--- src/rtl/load_align.sv ---
// Memory-stage load aligner: lane-shifts read words, size-masks them and merges split loads.
// Optional sign extension of byte/doubleword results is compiled in with `define LOAD_SEXT_EN.
module load_align (
  input  logic        clk,
  input  logic        rst,
  input  logic        halt,
  input  logic        flush,
  input  logic        valid_in,
  input  logic        is_load,
  input  logic [4:0]  opcode,
  input  logic [1:0]  addr_lo,
  input  logic        second_half,
  input  logic        sext,
  input  logic [4:0]  tgt_in,
  input  logic [31:0] rdata,
  output logic [31:0] result,
  output logic        result_valid,
  output logic [4:0]  tgt_out,
  output logic        busy,
  output logic        proto_err
);

  typedef enum logic [1:0] {SZ_NONE, SZ_W, SZ_D, SZ_B} size_e;
  typedef enum logic {IDLE, WAIT_HI} state_e;

`ifdef LOAD_SEXT_EN
  localparam bit SEXT_EN = 1'b1;
`else
  localparam bit SEXT_EN = 1'b0;
`endif

  state_e      state;
  logic [31:0] lo_hold;
  logic [1:0]  nlo;
  size_e       size_q;
  logic [4:0]  tgt_q;
  logic        sext_q;

  size_e       sz;
  logic        is_split;
  logic        first_acc;
  logic        second_acc;
  logic [31:0] shifted;
  logic [31:0] merged;

  function automatic logic [31:0] size_mask(input logic [31:0] d, input size_e s, input logic sx);
    logic fill;
    logic [31:0] r;
    r = d;
    case (s)
      SZ_D: begin
        fill = SEXT_EN & sx & d[15];
        r    = {{16{fill}}, d[15:0]};
      end
      SZ_B: begin
        fill = SEXT_EN & sx & d[7];
        r    = {{24{fill}}, d[7:0]};
      end
      default: r = d;
    endcase
    return r;
  endfunction

  always_comb begin
    sz = SZ_NONE;
    case (opcode)
      5'd3, 5'd4, 5'd5:  sz = SZ_W;
      5'd6, 5'd7, 5'd8:  sz = SZ_D;
      5'd9, 5'd10, 5'd11: sz = SZ_B;
      default:           sz = SZ_NONE;
    endcase
  end

  always_comb begin
    is_split   = ((sz == SZ_W) && (addr_lo != 2'd0)) || ((sz == SZ_D) && (addr_lo == 2'd3));
    first_acc  = valid_in && is_load && !second_half && (sz != SZ_NONE);
    second_acc = valid_in && is_load && second_half;
    shifted    = rdata >> {addr_lo, 3'b000};
    merged     = lo_hold | (rdata << {nlo, 3'b000});
  end

  always_ff @(posedge clk or posedge rst) begin
    if (rst) begin
      state        <= IDLE;
      result       <= '0;
      result_valid <= 1'b0;
      tgt_out      <= '0;
      busy         <= 1'b0;
      proto_err    <= 1'b0;
      lo_hold      <= '0;
      nlo          <= '0;
      size_q       <= SZ_NONE;
      tgt_q        <= '0;
      sext_q       <= 1'b0;
    end else if (!halt) begin
      result_valid <= 1'b0;
      tgt_out      <= '0;
      proto_err    <= 1'b0;
      if (flush) begin
        state <= IDLE;
        busy  <= 1'b0;
      end else if (state == WAIT_HI && second_acc) begin
        result       <= size_mask(merged, size_q, sext_q);
        result_valid <= 1'b1;
        tgt_out      <= tgt_q;
        state        <= IDLE;
        busy         <= 1'b0;
      end else if (state == IDLE && second_acc) begin
        proto_err <= 1'b1;
      end else if (first_acc) begin
        // A first half arriving in WAIT_HI drops the held half and is then handled as from IDLE.
        proto_err <= (state == WAIT_HI);
        if (is_split) begin
          lo_hold <= shifted;
          nlo     <= 2'd0 - addr_lo;
          size_q  <= sz;
          tgt_q   <= tgt_in;
          sext_q  <= sext;
          state   <= WAIT_HI;
          busy    <= 1'b1;
        end else begin
          result       <= size_mask(shifted, sz, sext);
          result_valid <= 1'b1;
          tgt_out      <= tgt_in;
          state        <= IDLE;
          busy         <= 1'b0;
        end
      end
    end
  end

endmodule

--- config.mk ---
export PLATFORM = sky130hd
export DESIGN_NAME = load_align
export DESIGN_NICKNAME = d
export VERILOG_FILES = /design/src/rtl/load_align.sv
export SDC_FILE = /design/constraint.sdc
export NUM_CORES = 1
export LEC_CHECK = 0
export ABC_AREA = 0
export BUFFER_PORTS_ARGS = -buffer_cell sky130_fd_sc_hd__buf_2
export CAP_MARGIN = 0
export CORE_ASPECT_RATIO = 2
export CORE_MARGIN = 2
export CORE_UTILIZATION = 25
export DETAILED_ROUTE_END_ITERATION = 12
export GPL_TIMING_DRIVEN = 0
export SLEW_MARGIN = 10
export SYNTH_ARGS = -nofsm -noshare
export SYNTH_HDL_FRONTEND = slang
export SYNTH_SLANG_ARGS = --single-unit
--- constraint.sdc ---
create_clock -name clk -period 2.75 [get_ports clk]
set_input_delay 0.1375 -clock clk [delete_from_list [all_inputs] [get_ports clk]]
set_output_delay 0.1375 -clock clk [all_outputs]
set_load 0.05 [all_outputs]
==> metrics.cfg <==
[outcome]
status=finished, final reports clean

[synth]
ys_seq_elements=81
netlist_area_sq_um=4556
yosysTopAreaCellShare=0.4449
syn_nets=515
syn_inst=461
yosys.area.top_type=dfrtp_1
yosysSeqAreaShare=0.4449
synth_area_per_cell_sq_um=9.882
synthTopCellsByCount=dfrtp_1, nand2_1, mux2i_1
synth-edff-count=0
synth.distinct_cells=39
synth_area_leaders=dfrtp_1, mux2_2, mux2i_1, nand2_1, o21ai_0
yosys_warnings=0
synth_flop_cell=dfrtp_1
synth_most_common_cell=dfrtp_1
async_reset_ff_frac=1.000

[timing]
setup_violations=0
tns_ns=0
max_freq_mhz=406.1
slew_viol_final=0
fin_crit_ns=2.463
final-hold-violation-count=0
relSlewSlack=0.3916
fin_crit_sh=0.8955
clock_skew_ns=0.006222
rsz0062_at_grt=no
worst_pin_slew_ns=0.9071
whs_ns=0.04423

[route]
drc=0
vias=4009
detail_route.wl_per_cell_microns=19.97
ant_nets=0
drt_pass1_iterations=4
drt_iter0_markers=220
viasPerCell=5.140
drt_wl_total_microns=15570

[global_route]
grt_antenna_before_repair=0
grt_max_degree=56
grt_overflow=0
grt_pass1_wl_microns=24090
grt_pass1_vias=4165
gr-usage-all-layers=0.1647

[power_and_ir_drop]
leakage_nw=2.716
powerDensity_nw_per_um2=550.3
net-switching-power_mw=0.9694
peakVddDrop_v=0.0003015
comb_power_share=0.214
swShare=0.3136
p_int_mw=2.122
seq_power_share=0.419
power.total_mw=3.092
power_frac_clock=0.368

[worst_hold_path]
hp-class=input port to flip-flop

[setup_path]
path_delay_family=buffers and inverters
cp_num_buf_inv=2
cp_cell_sequence=buf_2, clkbuf_4, mux2i_1, nand2_1, a21oi_1, o2bb2ai_1, mux2_2
crit_fanout=10
start_kind=flip-flop
arrival_ns=2.69
required_ns=2.97
critPathCaptureType=flip-flop
max_stage_delay_ns=0.55
path_class=flip-flop to flip-flop
cpMaxStageDelayCell=dfrtp_1

[cts]
tritoncts=built
clk_latency_ns=0.34
cts-root-buf=clkbuf_16
cts_sinks=81
cts_buffers=9
clk_pin_slew_ns=0.06
clockBufferDepth=2
h-tree-depth=3

[cells_and_area]
syn_to_final_growth_pct=23.32
fin_area_sq_um=5618
finish.net_count=616
num_antenna_cells=0
drive_above_1_share=0.3086
utilization=0.3159

[placed_design]
place.gp.congestion=0.9690
placed_area_sq_um=5311
port_buffers=88
dp_hpwl_microns=12240

[job]
maxCapViolations=0

[die]
die_x_microns=99.45
fp.dieH_microns=194.9
rows=69
die_area_sq_um=19380
coreArea_sq_um=17780
initial_utilization=0.2562
io_pins=92

[layout make-up]
class,count,area [sq um]
buffer,28,146.4
fill,1897,12170
clock inverter,3,15.01
inverter,4,17.52
multi-input combinational,345,2385
tap,213,266.5
sequential,81,2027
timing repair buffer,93,500.5
clock buffer,13,260.3
[final timing paths]
kind	slack (ns)	depth (start not counted)	from	end
setup / recovery	0.29	7	nlo[0]$_DFFE_PP0P_	result[24]$_DFFE_PP0P_
hold / removal	0.04	2	tgt_in[0]	tgt_q[0]$_DFFE_PP0P_
hold reg to reg	0.48	2	result_valid$_DFFE_PP0N_	result_valid$_DFFE_PP0N_
setup reg to reg	0.29	7	nlo[0]$_DFFE_PP0P_	result[24]$_DFFE_PP0P_
min in group asynchronous	0.35	3	rst	result[14]$_DFFE_PP0P_
max in group asynchronous	1.79	4	rst	result_valid$_DFFE_PP0N_
[metal layers]
layer | GRT usage | part of all wire | vias to the layer above
met5 | 0 | 0 | -
met4 | 0.1167 | 0.069 | 0
met3 | 0.02553 | 0.040 | 45
met2 | 0.2945 | 0.53 | 114
met1 | 0.1702 | 0.36 | 1975
li1 | - | - | 1875
[cell families after synthesis]
group / share of synthesized area
flip-flops: 0.4449
adder cells (fa/ha/maj): 0.005492
AO/OA/AOI/OAI: 0.1695
multiplexers: 0.2216
AND/OR/NAND/NOR: 0.1219
buffers and inverters: 0.03653
[cells in the final DEF, fill, tap and decap left out, drive strengths merged, types with 2 or more instances in the layout]
cell type	n
nand2b	3
or2	2
o22ai	16
clkbuf	28
nor2	40
ha	2
o31ai	10
a21oi	28
nor2b	9
nor3b	2
a22oi	5
mux2i	48
dfrtp	81
clkinv	3
nand3b	2
o2bb2ai	8
mux2	47
a211oi	10
buf	105
inv	4
nand2	62
o21ai	34
a211o	8
[what timing repair did]
item / in CTS / in global routing
endpoints found under the setup margin: 75 / 23
gates resized for setup: 1 / 5
endpoints found under the hold margin: 26 / 0
pin swaps: 0 / 1
buffers inserted: 0 / 2
hold buffers: 1 / 0
[sequential cells by signal (all words and copies together) (netlist names)]
register      count
lo_hold          32
nlo               2
proto_err         1
result           32
result_valid      1
size_q            2
state             1
tgt_out           5
tgt_q             5
[power groups by stage]
stage | Combinational [mW] | Clock, mW | Sequential, mW
final | 0.661 | 1.14 | 1.29
after detailed placement | 0.663 | 0 | 1.32
after CTS | 0.664 | 1.15 | 1.29
after global placement | 0.649 | 0 | 1.31
after floorplan | 0.246 | 0 | 1.51
after global routing | 0.706 | 1.20 | 1.30
[metrics by stage]
stage / setup slack, ns / std cells
detailed placement: -0.6981 / 764
global placement: -0.6663 / 762
floorplan: 0.1733 / 461
finish: 0.2873 / 780
global route: 0.1360 / 780
CTS: 0.03633 / 779
Power figures use the tool's default switching activity.
